$ cat config.mk
export PLATFORM = sky130hd
export DESIGN_NAME = decode_top_flat
export DESIGN_NICKNAME = d
export VERILOG_FILES = /design/src/rtl/core_pkg.sv /design/src/rtl/decode_if.sv /design/src/rtl/reg_file.sv /design/src/rtl/decode_top.sv /design/src/flat_wrapper.sv
export SDC_FILE = /design/constraint.sdc
export NUM_CORES = 2
export LEC_CHECK = 0
export BUFFER_PORTS_ARGS = -buffer_cell sky130_fd_sc_hd__buf_2
export CAP_MARGIN = 15
export CORE_ASPECT_RATIO = 0.7
export CORE_MARGIN = 2
export CORE_UTILIZATION = 30
export DETAILED_ROUTE_END_ITERATION = 10
export PLACE_DENSITY = 0.52
export SKIP_CTS_REPAIR_TIMING = 1
export SLEW_MARGIN = 20
export SYNTH_ARGS = -nofsm -noshare
export SYNTH_HDL_FRONTEND = slang
export SYNTH_HIERARCHICAL = 1
export SYNTH_SLANG_ARGS = --single-unit
export TNS_END_PERCENT = 5
$ cat constraint.sdc
create_clock -name clock -period 33.6 [get_ports clock]
set_input_delay 1.68 -clock clock [delete_from_list [all_inputs] [get_ports clock]]
set_output_delay 1.68 -clock clock [all_outputs]
set_load 0.02 [all_outputs]
$ cat src/rtl/core_pkg.sv
// Shared decode-stage definitions: instruction field positions, opcodes and
// the decoded-instruction record passed between decode logic and outputs.
package core_pkg;
  localparam int REG_NUM        = 32;
  localparam int REG_ADDR_WIDTH = 5;
  localparam int DATA_WIDTH     = 32;
  localparam int INSTR_WIDTH    = 32;
  localparam int PC_WIDTH       = 32;
  localparam int OPCODE_WIDTH   = 7;

  localparam int OPC_MSB = 31, OPC_LSB = 25;
  localparam int RD_MSB  = 24, RD_LSB  = 20;
  localparam int RA_MSB  = 19, RA_LSB  = 15;
  localparam int RB_MSB  = 14, RB_LSB  = 10;
  localparam int OFF_MSB = 14, OFF_LSB = 0;
  localparam int OFF_WIDTH = OFF_MSB - OFF_LSB + 1;

  localparam logic [OPCODE_WIDTH-1:0] OP_ADD  = 7'h00;
  localparam logic [OPCODE_WIDTH-1:0] OP_SUB  = 7'h01;
  localparam logic [OPCODE_WIDTH-1:0] OP_MUL  = 7'h02;
  localparam logic [OPCODE_WIDTH-1:0] OP_LDB  = 7'h10;
  localparam logic [OPCODE_WIDTH-1:0] OP_LDW  = 7'h11;
  localparam logic [OPCODE_WIDTH-1:0] OP_STB  = 7'h12;
  localparam logic [OPCODE_WIDTH-1:0] OP_STW  = 7'h13;
  localparam logic [OPCODE_WIDTH-1:0] OP_BEQ  = 7'h30;
  localparam logic [OPCODE_WIDTH-1:0] OP_JUMP = 7'h31;

  typedef struct packed {
    logic [OPCODE_WIDTH-1:0]   opcode;
    logic [REG_ADDR_WIDTH-1:0] rd;
    logic [REG_ADDR_WIDTH-1:0] ra;
    logic [REG_ADDR_WIDTH-1:0] rb;
    logic [DATA_WIDTH-1:0]     offset;
    logic [PC_WIDTH-1:0]       pc;
    logic                      uses_ra;
    logic                      uses_rb;
    logic                      writes_rd;
    logic                      legal;
  } decoded_instr_t;

  function automatic decoded_instr_t decode_instr(input logic [INSTR_WIDTH-1:0] instr,
                                                  input logic [PC_WIDTH-1:0] pc);
    decoded_instr_t d;
    d        = '0;
    d.opcode = instr[OPC_MSB:OPC_LSB];
    d.rd     = instr[RD_MSB:RD_LSB];
    d.ra     = instr[RA_MSB:RA_LSB];
    d.rb     = instr[RB_MSB:RB_LSB];
    d.offset = {{(DATA_WIDTH-OFF_WIDTH){instr[OFF_MSB]}}, instr[OFF_MSB:OFF_LSB]};
    d.pc     = pc;
    case (d.opcode)
      OP_ADD, OP_SUB, OP_MUL: begin d.uses_ra = 1'b1; d.uses_rb = 1'b1; d.writes_rd = 1'b1; d.legal = 1'b1; end
      OP_LDB, OP_LDW:         begin d.uses_ra = 1'b1; d.writes_rd = 1'b1; d.legal = 1'b1; end
      OP_STB, OP_STW, OP_BEQ: begin d.uses_ra = 1'b1; d.uses_rb = 1'b1; d.legal = 1'b1; end
      OP_JUMP:                begin d.uses_ra = 1'b1; d.legal = 1'b1; end
      default:                d.legal = 1'b0;
    endcase
    return d;
  endfunction
endpackage

$ cat src/rtl/decode_if.sv
// Fetch / writeback / ALU-side signal bundle of the decode stage.
interface decode_if;
  import core_pkg::*;
  logic                      decode_instr_valid;
  logic [INSTR_WIDTH-1:0]    decode_instr_data;
  logic [PC_WIDTH-1:0]       decode_instr_pc;
  logic                      stall_fetch;
  logic                      stall_decode;
  logic                      flush;
  logic                      wb_valid;
  logic [REG_ADDR_WIDTH-1:0] wb_dest;
  logic [DATA_WIDTH-1:0]     wb_data;
  logic                      alu_instr_valid;
  logic [OPCODE_WIDTH-1:0]   alu_opcode;
  logic [REG_ADDR_WIDTH-1:0] alu_rd;
  logic [DATA_WIDTH-1:0]     alu_ra_data;
  logic [DATA_WIDTH-1:0]     alu_rb_data;
  logic [DATA_WIDTH-1:0]     alu_offset;
  logic [PC_WIDTH-1:0]       alu_pc;
  logic                      decode_illegal;

  modport slave (
    input  decode_instr_valid, decode_instr_data, decode_instr_pc,
    input  stall_decode, flush, wb_valid, wb_dest, wb_data,
    output stall_fetch, alu_instr_valid, alu_opcode, alu_rd, alu_ra_data,
    output alu_rb_data, alu_offset, alu_pc, decode_illegal
  );

  modport master (
    output decode_instr_valid, decode_instr_data, decode_instr_pc,
    output stall_decode, flush, wb_valid, wb_dest, wb_data,
    input  stall_fetch, alu_instr_valid, alu_opcode, alu_rd, alu_ra_data,
    input  alu_rb_data, alu_offset, alu_pc, decode_illegal
  );
endinterface

$ cat src/rtl/reg_file.sv
// Architectural register file: two combinational read ports with
// same-cycle bypass from the single write port.
module reg_file
  import core_pkg::*;
(
  input  logic                      clock,
  input  logic                      reset,
  input  logic [REG_ADDR_WIDTH-1:0] ra_addr,
  input  logic [REG_ADDR_WIDTH-1:0] rb_addr,
  output logic [DATA_WIDTH-1:0]     ra_data,
  output logic [DATA_WIDTH-1:0]     rb_data,
  input  logic                      wr_en,
  input  logic [REG_ADDR_WIDTH-1:0] wr_addr,
  input  logic [DATA_WIDTH-1:0]     wr_data
);
  logic [REG_NUM-1:0][DATA_WIDTH-1:0] regs;

  for (genvar i = 0; i < REG_NUM; i++) begin : g_reg
    always_ff @(posedge clock or posedge reset)
      if (reset)                                            regs[i] <= '0;
      else if (wr_en && wr_addr == REG_ADDR_WIDTH'(i))      regs[i] <= wr_data;
  end

  assign ra_data = (wr_en && wr_addr == ra_addr) ? wr_data : regs[ra_addr];
  assign rb_data = (wr_en && wr_addr == rb_addr) ? wr_data : regs[rb_addr];
endmodule

$ cat src/rtl/decode_top.sv
// Decode stage: field crack, one-entry skid buffer, scoreboard hazard check,
// register read with writeback bypass and registered ALU-side outputs.
module decode_top
  import core_pkg::*;
(
  input logic    clock,
  input logic    reset,
  decode_if.slave bus
);
  logic                   skid_vld;
  logic [INSTR_WIDTH-1:0] skid_instr;
  logic [PC_WIDTH-1:0]    skid_pc;
  logic                   src_valid;
  logic [INSTR_WIDTH-1:0] src_instr;
  logic [PC_WIDTH-1:0]    src_pc;
  decoded_instr_t         dec;
  logic [REG_NUM-1:0]     pending, wb_clear, pend_eff, rd_set;
  logic                   hazard, advance;
  logic [DATA_WIDTH-1:0]  ra_rd, rb_rd;

  logic                      out_valid, out_illegal;
  logic [OPCODE_WIDTH-1:0]   out_opcode;
  logic [REG_ADDR_WIDTH-1:0] out_rd;
  logic [DATA_WIDTH-1:0]     out_ra, out_rb, out_offset;
  logic [PC_WIDTH-1:0]       out_pc;

  always_comb begin
    src_valid = skid_vld | bus.decode_instr_valid;
    src_instr = skid_vld ? skid_instr : bus.decode_instr_data;
    src_pc    = skid_vld ? skid_pc    : bus.decode_instr_pc;
  end

  assign dec = decode_instr(src_instr, src_pc);

  // A writeback landing this cycle releases its register for the same-cycle issue.
  always_comb begin
    for (int i = 0; i < REG_NUM; i++) begin
      wb_clear[i] = bus.wb_valid && (bus.wb_dest == REG_ADDR_WIDTH'(i));
      rd_set[i]   = advance && dec.writes_rd && (dec.rd == REG_ADDR_WIDTH'(i));
    end
    pend_eff = pending & ~wb_clear;
  end

  assign hazard  = (dec.uses_ra   & pend_eff[dec.ra]) |
                   (dec.uses_rb   & pend_eff[dec.rb]) |
                   (dec.writes_rd & pend_eff[dec.rd]);
  assign advance = src_valid & ~hazard & ~bus.stall_decode & ~bus.flush;

  assign bus.stall_fetch = skid_vld | (bus.decode_instr_valid & ~advance);

  reg_file u_rf (
    .clock   (clock),
    .reset   (reset),
    .ra_addr (dec.ra),
    .rb_addr (dec.rb),
    .ra_data (ra_rd),
    .rb_data (rb_rd),
    .wr_en   (bus.wb_valid),
    .wr_addr (bus.wb_dest),
    .wr_data (bus.wb_data)
  );

  always_ff @(posedge clock or posedge reset)
    if (reset) begin
      skid_vld   <= 1'b0;
      skid_instr <= '0;
      skid_pc    <= '0;
    end else if (bus.flush) begin
      skid_vld <= 1'b0;
    end else if (skid_vld) begin
      if (advance) skid_vld <= 1'b0;
    end else if (bus.decode_instr_valid && !advance) begin
      skid_vld   <= 1'b1;
      skid_instr <= bus.decode_instr_data;
      skid_pc    <= bus.decode_instr_pc;
    end

  // Set beats clear so a same-cycle reissue to a retiring rd stays tracked.
  always_ff @(posedge clock or posedge reset)
    if (reset)          pending <= '0;
    else if (bus.flush) pending <= '0;
    else                pending <= (pending & ~wb_clear) | rd_set;

  always_ff @(posedge clock or posedge reset)
    if (reset) begin
      out_valid   <= 1'b0;
      out_illegal <= 1'b0;
      out_opcode  <= '0;
      out_rd      <= '0;
      out_ra      <= '0;
      out_rb      <= '0;
      out_offset  <= '0;
      out_pc      <= '0;
    end else if (bus.flush) begin
      out_valid   <= 1'b0;
      out_illegal <= 1'b0;
    end else if (advance) begin
      out_valid   <= dec.legal;
      out_illegal <= ~dec.legal;
      if (dec.legal) begin
        out_opcode <= dec.opcode;
        out_rd     <= dec.rd;
        out_ra     <= ra_rd;
        out_rb     <= rb_rd;
        out_offset <= dec.offset;
        out_pc     <= dec.pc;
      end
    end else if (!bus.stall_decode) begin
      out_valid   <= 1'b0;
      out_illegal <= 1'b0;
    end

  assign bus.alu_instr_valid = out_valid;
  assign bus.decode_illegal  = out_illegal;
  assign bus.alu_opcode      = out_opcode;
  assign bus.alu_rd          = out_rd;
  assign bus.alu_ra_data     = out_ra;
  assign bus.alu_rb_data     = out_rb;
  assign bus.alu_offset      = out_offset;
  assign bus.alu_pc          = out_pc;
endmodule

$ cat src/flat_wrapper.sv
// flat-port wrapper written by rule: the top's interface ports become plain ports
module decode_top_flat import core_pkg::*;
  (clock, reset, bus_decode_instr_valid, bus_decode_instr_data, bus_decode_instr_pc, bus_stall_decode, bus_flush, bus_wb_valid, bus_wb_dest, bus_wb_data, bus_stall_fetch, bus_alu_instr_valid, bus_alu_opcode, bus_alu_rd, bus_alu_ra_data, bus_alu_rb_data, bus_alu_offset, bus_alu_pc, bus_decode_illegal);
  decode_if bus_i ();
  input logic clock;
  input logic reset;
  input wire logic [$bits(bus_i.decode_instr_valid)-1:0] bus_decode_instr_valid;
  input wire logic [$bits(bus_i.decode_instr_data)-1:0] bus_decode_instr_data;
  input wire logic [$bits(bus_i.decode_instr_pc)-1:0] bus_decode_instr_pc;
  input wire logic [$bits(bus_i.stall_decode)-1:0] bus_stall_decode;
  input wire logic [$bits(bus_i.flush)-1:0] bus_flush;
  input wire logic [$bits(bus_i.wb_valid)-1:0] bus_wb_valid;
  input wire logic [$bits(bus_i.wb_dest)-1:0] bus_wb_dest;
  input wire logic [$bits(bus_i.wb_data)-1:0] bus_wb_data;
  output wire logic [$bits(bus_i.stall_fetch)-1:0] bus_stall_fetch;
  output wire logic [$bits(bus_i.alu_instr_valid)-1:0] bus_alu_instr_valid;
  output wire logic [$bits(bus_i.alu_opcode)-1:0] bus_alu_opcode;
  output wire logic [$bits(bus_i.alu_rd)-1:0] bus_alu_rd;
  output wire logic [$bits(bus_i.alu_ra_data)-1:0] bus_alu_ra_data;
  output wire logic [$bits(bus_i.alu_rb_data)-1:0] bus_alu_rb_data;
  output wire logic [$bits(bus_i.alu_offset)-1:0] bus_alu_offset;
  output wire logic [$bits(bus_i.alu_pc)-1:0] bus_alu_pc;
  output wire logic [$bits(bus_i.decode_illegal)-1:0] bus_decode_illegal;
  assign bus_i.decode_instr_valid = bus_decode_instr_valid;
  assign bus_i.decode_instr_data = bus_decode_instr_data;
  assign bus_i.decode_instr_pc = bus_decode_instr_pc;
  assign bus_i.stall_decode = bus_stall_decode;
  assign bus_i.flush = bus_flush;
  assign bus_i.wb_valid = bus_wb_valid;
  assign bus_i.wb_dest = bus_wb_dest;
  assign bus_i.wb_data = bus_wb_data;
  assign bus_stall_fetch = bus_i.stall_fetch;
  assign bus_alu_instr_valid = bus_i.alu_instr_valid;
  assign bus_alu_opcode = bus_i.alu_opcode;
  assign bus_alu_rd = bus_i.alu_rd;
  assign bus_alu_ra_data = bus_i.alu_ra_data;
  assign bus_alu_rb_data = bus_i.alu_rb_data;
  assign bus_alu_offset = bus_i.alu_offset;
  assign bus_alu_pc = bus_i.alu_pc;
  assign bus_decode_illegal = bus_i.decode_illegal;
  decode_top u_core (.clock(clock), .reset(reset), .bus(bus_i));
endmodule
Word level (Yosys, flattened, before mapping)
Cells that the tools add are included.
- flip-flop bits (word level): 1246
- bits of input ports: 107
- output and inout port bits: 143
- logic and storage cells: 244
- $lt $le $gt $ge: 3
- equality and inequality tests: 73
- muxes and demuxes: 27
- bitwise logic cells: 20
- reductions and logical operators: 77
- operators by type and width (cell ; count):
    binary-select mux 32 bit (select 5 bit) ; 2
    2-to-1 mux 32 bit ; 7
    equality test 5 bit, second input constant ; 32
    equality test 5 x 4 -> 1 bit, second input constant ; 16
    logical AND 1 bit ; 68
    equality test 5 x 3 -> 1 bit, second input constant ; 8
    bitwise AND 32 bit ; 1
    NOT 32 bit ; 1
    OR 32 bit ; 1
    equality test 7 x 5 -> 1 bit, second input constant ; 4
    equality test 5 x 2 -> 1 bit, second input constant ; 4
    less-than comparator 5 x 6 -> 1 bit, second input constant ; 3
    binary-select mux 1 bit (select 5 bit) ; 3
    2-to-1 mux 1 bit ; 15
    equality test 7 x 6 -> 1 bit, second input constant ; 2
    equality test 5 x 1 -> 1 bit, second input constant ; 2
    equality test 5 bit ; 2
    logical NOT 5 bit ; 2
    OR reduction 9 bit ; 1
    bitwise AND 1 bit ; 7
    equality test 7 x 1 -> 1 bit, second input constant ; 1
    equality test 7 x 2 -> 1 bit, second input constant ; 1
    logical NOT 7 bit ; 1
    NOT 1 bit ; 6
    other kinds (6) ; 10

Longest topological paths before layout
- depth in word-level cells: 18
- depth in mapped cells: 16
- mapped depth without buffers: 10

Cells and area by module
Netlist, hierarchy kept.
- modules (own cells, without submodules) (module ; instances ; cells an instance ; area each (um2) ; seq. area each (um2)):
    reg_file ; 1 ; 4087 ; 56260.2 ; 25624.6
    decode_top ; 1 ; 916 ; 10755.3 ; 5555.3

Worst setup path before layout
OpenSTA, ideal clock, no wires.
- path type: input port to output port
- from: input port bus_wb_dest[1]
- to: output port bus_stall_fetch
- data arrival time: 4.064 ns
- required time: 31.920 ns
- setup slack: 27.856 ns
- stages on the path: 12
- cells stage by stage: buf_2 > nand2b_1 > clkbuf_1 > o21ai_0 > a32oi_1 > nand4_1 > or4_1 > a21oi_1 > or3_1 > buf_2 > clkbuf_1 > a21o_1
- cells in the longest elaborated chain, start to end: 16
- elaborated cells on any way between the ends: 84
- RTL lines (element ; RTL line ; RTL):
    start, declared ; flat_wrapper.sv:13 ; input wire logic [$bits(bus_i.wb_dest)-1:0] bus_wb_dest;
    equality test 5 x 1 -> 1 bit (tied with other cells) ; decode_top.sv:38 ; wb_clear[i] = bus.wb_valid && (bus.wb_dest == REG_ADDR_WIDTH'(i));
    logical AND 1 bit ; decode_top.sv:38 ;
    NOT 32 bit (*) ; decode_top.sv:41 ; pend_eff = pending & ~wb_clear;
    bitwise AND 32 bit (*) ; decode_top.sv:41 ;
    binary-select mux 1 bit (select 5 bit) (on tied branches) ; decode_top.sv:44, decode_top.sv:45 ;
    2-to-1 mux 1 bit (on tied branches) ; decode_top.sv:44, decode_top.sv:45 ;
    bitwise AND 1 bit (on tied branches) ; decode_top.sv:44, decode_top.sv:45 ;
    OR 1 bit ; decode_top.sv:44 ; assign hazard = (dec.uses_ra & pend_eff[dec.ra]) |
    OR 1 bit (*) ; decode_top.sv:45 ; (dec.uses_rb & pend_eff[dec.rb]) |
    NOT 1 bit (*) ; decode_top.sv:47 ; assign advance = src_valid & ~hazard & ~bus.stall_decode & ~bus.flush;
    bitwise AND 1 bit (*) (3 in series) ; decode_top.sv:47 ;
    NOT 1 bit (*) ; decode_top.sv:49 ; assign bus.stall_fetch = skid_vld | (bus.decode_instr_valid & ~advance);
    bitwise AND 1 bit (*) ; decode_top.sv:49 ;
    OR 1 bit (*) ; decode_top.sv:49 ;
    end, declared ; flat_wrapper.sv:15 ; output wire logic [$bits(bus_i.stall_fetch)-1:0] bus_stall_fetch;
Every way passes the cells marked *; elsewhere a longest branch is shown, timed or not. The select of a mux whose other input is x is not followed.

Worst setup path in the final report
- from: input port bus_decode_instr_data[16]
- to: output port bus_stall_fetch
- cells in the longest elaborated chain, start to end: 13
- RTL lines (element ; RTL line ; RTL):
    start, declared ; flat_wrapper.sv:8 ; input wire logic [$bits(bus_i.decode_instr_data)-1:0] bus_decode_instr_data;
    2-to-1 mux 32 bit ; decode_top.sv:29 ; src_instr = skid_vld ? skid_instr : bus.decode_instr_data;
    binary-select mux 1 bit (select 5 bit) ; decode_top.sv:44 ;
    2-to-1 mux 1 bit (implied by the code) ; decode_top.sv:44 ;
    bitwise AND 1 bit ; decode_top.sv:44 ;
    OR 1 bit ; decode_top.sv:44 ;
    OR 1 bit ; decode_top.sv:45 ;
    NOT 1 bit ; decode_top.sv:47 ;
    bitwise AND 1 bit (3 in series) ; decode_top.sv:47 ;
    NOT 1 bit ; decode_top.sv:49 ;
    bitwise AND 1 bit ; decode_top.sv:49 ;
    OR 1 bit ; decode_top.sv:49 ;
Every way passes these cells. The select of a mux whose other input is x is not followed.

==> metrics.txt <==
Synth top area share=46.5%; crit path DAT=5.87 ns; Initial DRC Count=4911; CTS sink cnt=1246; Synth Area in Compound Gates=8.47%; die area=227000 µm²; Synth async-reset ratio=100%; syn nets=5110; DRC errors left=0; final slew viol count=0; vias in the first global route=45200; Post-Synth XOR/XNOR Area=0.157%; grt met2 use=29.7%; row cnt=145; IO Port Bufs=249; cell area after synthesis=67000 µm²; cell mode on critical path=buf_2; post-route cell area=75300 µm²; total power=5.02 mW; Max-Slew Margin vs Limit=17.9%; remaining antenna violation count=0; max cap viols=0; Top FF cell, synth=dfrtp_1; gr busiest metal=met1; Root Driver=clkbuf_16; largest net degree at the start of global routing=160; met1 Usage GRT=30.6%; Max Clock Freq=132 MHz; Pre-antenna DRT Iters=6; critical path class=in2out; top cells by area, synth=dfrtp_1 47%, mux2_2 21%, mux4_2 8.4%; final setup TNS=0 ns; commonest cells in the netlist=1246 x dfrtp_1, 1226 x mux2_2, 363 x mux2i_1, 249 x mux4_2, 178 x buf_2; Cells after Synth=5003; Die H=399 µm; syn_area_per_cell=13.4 µm²; #FFs+latches synth=1246; final period utilization=22.5%; Clock Pin Slew Worst Setup and Hold Paths=0.05 ns; sequential cell area fraction in the yosys report=46.5%; Max Fanout on Critical Path=67; number of synthesized flops with an enable pin=0; RSZ-0062 raised after global routing=false; # IOs=250; mux cell area share after synthesis=36.6%; Worst setup SP type=input pin; Bufs and invs on worst path=4; largest family of logic cells by synthesized area=multiplexers; wire per inst=29.6 µm; Power Internal=3.43 mW; dominant cell type by area after synthesis=dfrtp_1; Ys Warns=6; NetSw=1.60 mW; clock group share of total power=32.4%; Cell Pwr Density=66.7 nW/µm²; register area=31200 µm²; Yosys cell types=82; Area Overhead vs Synth=12.4%; share of cells above drive strength 1=43.9%; Worst Hold Class=reg2reg; final setup vio count=0; kind of cell adding the most delay to the critical path=simple AND/OR/NAND/NOR gates; setup ws final=26.05 ns; footprint of the multi-input gates=33300 µm²; Final nets=5104; Tot GR Track Use=20.6%; Detailed Route WL=238 mm; initial antenna violation count=25; final hold vios=0; met3 usage=4.55%; Worst-Margin Slew=1.23 ns; max incr delay on CP=0.88 ns; vias per cell=5.69; Sw Ratio=31.8%; via count=45800; status=finished clean; CTS tree=done; min Tclk post-route=7.55 ns; first-pass GRT wire length=341 mm; LEAKAGE=32.7 nW; Comb pwr share=26.8%; Core ar.=223000 µm²; CP endpoint kind=output port; hpwl dp=136 mm; Reg power frac=40.7%; Worst-Skew Late Latency=0.81 ns; post-synthesis adder-cell area fraction=0%; Clock Tree Buf Depth=3; total gr overflow=0; CTS H-tree lvls=4; WHS=0.484 ns; CP cell instances=buf_2 > mux2i_4 > inv_8 > buf_4 > xnor2_1 > a221oi_1 > a21oi_1 > o311ai_0 > and4_1 > or3_2 > a21o_1 > buf_2; setup slack at placement=26.09 ns; worst path required time=31.92 ns; fillcell total=21600; Die X-Extent=569 µm; cell with the most instances after synthesis=dfrtp_1; Placed Area=70400 µm²; Final Skew=0.0393 ns; GPL Wtd Cong=0.902; Initial Utilization=30.1%; Synth Area in Simple Gates=3.85%; Max VDD drop=0.0412 mV; Slowest-stage cell, CP=or3_2; CTS Buf Count=138
[registers in the layout, indices dropped and copies added (netlist names), 5 cells and up]
signal / cells
u_core/u_rf/regs: 1024
u_core/bus.alu_pc: 32
u_core/bus.alu_opcode: 7
u_core/bus.alu_rb_data: 32
u_core/bus.alu_ra_data: 32
u_core/skid_instr: 32
u_core/skid_pc: 32
u_core/bus.alu_offset: 15
u_core/pending: 32
u_core/bus.alu_rd: 5
[placed cells by master (no fill, tap or decap), types with 9 or more instances in the layout]
cell type	count
a211oi_1	86
a211oi_2	16
a21oi_1	118
a221oi_1	28
a22o_1	24
a22oi_1	103
a31oi_1	28
buf_2	249
buf_4	108
bufinv_16	16
clkbuf_1	30
clkbuf_16	141
clkbuf_8	26
clkinv_2	21
dfrtp_1	1245
mux2_1	63
mux2_2	1223
mux2_4	45
mux2i_1	363
mux4_2	249
nand2_1	97
nand2_2	14
nand2b_1	13
nand3_1	33
nand3b_1	14
nand4_1	32
nor2_1	52
nor2_4	12
nor2b_1	96
nor3_1	9
o211ai_1	23
o21ai_0	141
o21ai_1	18
o22ai_1	124
o311a_1	21
o311ai_0	9
o41ai_2	30
[per-layer routing]
metal  part of all wire [%]  up-vias  wire, µm
met3                    7.7      400     18300
met2                     42     1893    101000
met1                     47    24500    112000
met4                    2.7       16      6340
li1                       -    19100         -
met5                  0.040        -        95
[power groups by stage]
stage	clock [mW]	sequential (mW)	combinational, mW
4_1_cts	1.66	2.04	1.35
6_report	1.63	2.05	1.35
5_1_grt	1.73	2.09	1.44
3_5_place_dp	0	2.06	1.35
3_3_place_gp	0	2.05	1.33
2_1_floorplan	0	2.07	0.927
[final timing paths]
path	from	end	slack (ns)	cells after the start
min in group asynchronous	reset	u_core/u_rf/regs[111]$_DFFE_PP0P_	1.07	2
worst max register to register	u_core/skid_vld$_DFF_PP0_	u_core/bus.alu_rb_data[22]$_DFFE_PP0P_	26.93	12
worst max-delay path	bus_decode_instr_data[16]	bus_stall_fetch	26.05	12
worst min-delay path	u_core/bus.alu_opcode[2]$_DFFE_PP0P_	u_core/bus.alu_opcode[2]$_DFFE_PP0P_	0.48	1
max in group asynchronous	reset	u_core/u_rf/regs[164]$_DFFE_PP0P_	29.38	5
worst min register to register	u_core/bus.alu_opcode[2]$_DFFE_PP0P_	u_core/bus.alu_opcode[2]$_DFFE_PP0P_	0.48	1
[final cells by class]
class | count | area share [%]
clock buffers | 197 | 5.31
diodes | 5 | 0.0166
repair buffers | 368 | 3.01
clock inverters | 54 | 1.07
inverters | 13 | 0.115
multi-input cells | 3230 | 44.2
well taps | 2940 | 4.88
flip-flops and latches | 1246 | 41.4
[metrics by stage]
| stage | instances | utilization [%] |
|---|---|---|
| 2_1_floorplan | 5003 | - |
| 3_3_place_gp | 7794 | 31.6 |
| 3_5_place_dp | 7795 | 31.6 |
| 4_1_cts | 8046 | 33.8 |
| 5_1_grt | 8049 | 33.8 |
| 6_report | 8053 | 33.8 |
[cell families after synthesis]
family / Yosys count
DFF: 1246
buffers and inverters: 527
and+or+nand+nor: 462
AOI/OAI and AO/OA: 805
muxes: 1951
xor gates and xnor gates: 12
Note: power is estimated with default switching activity, not from simulation.
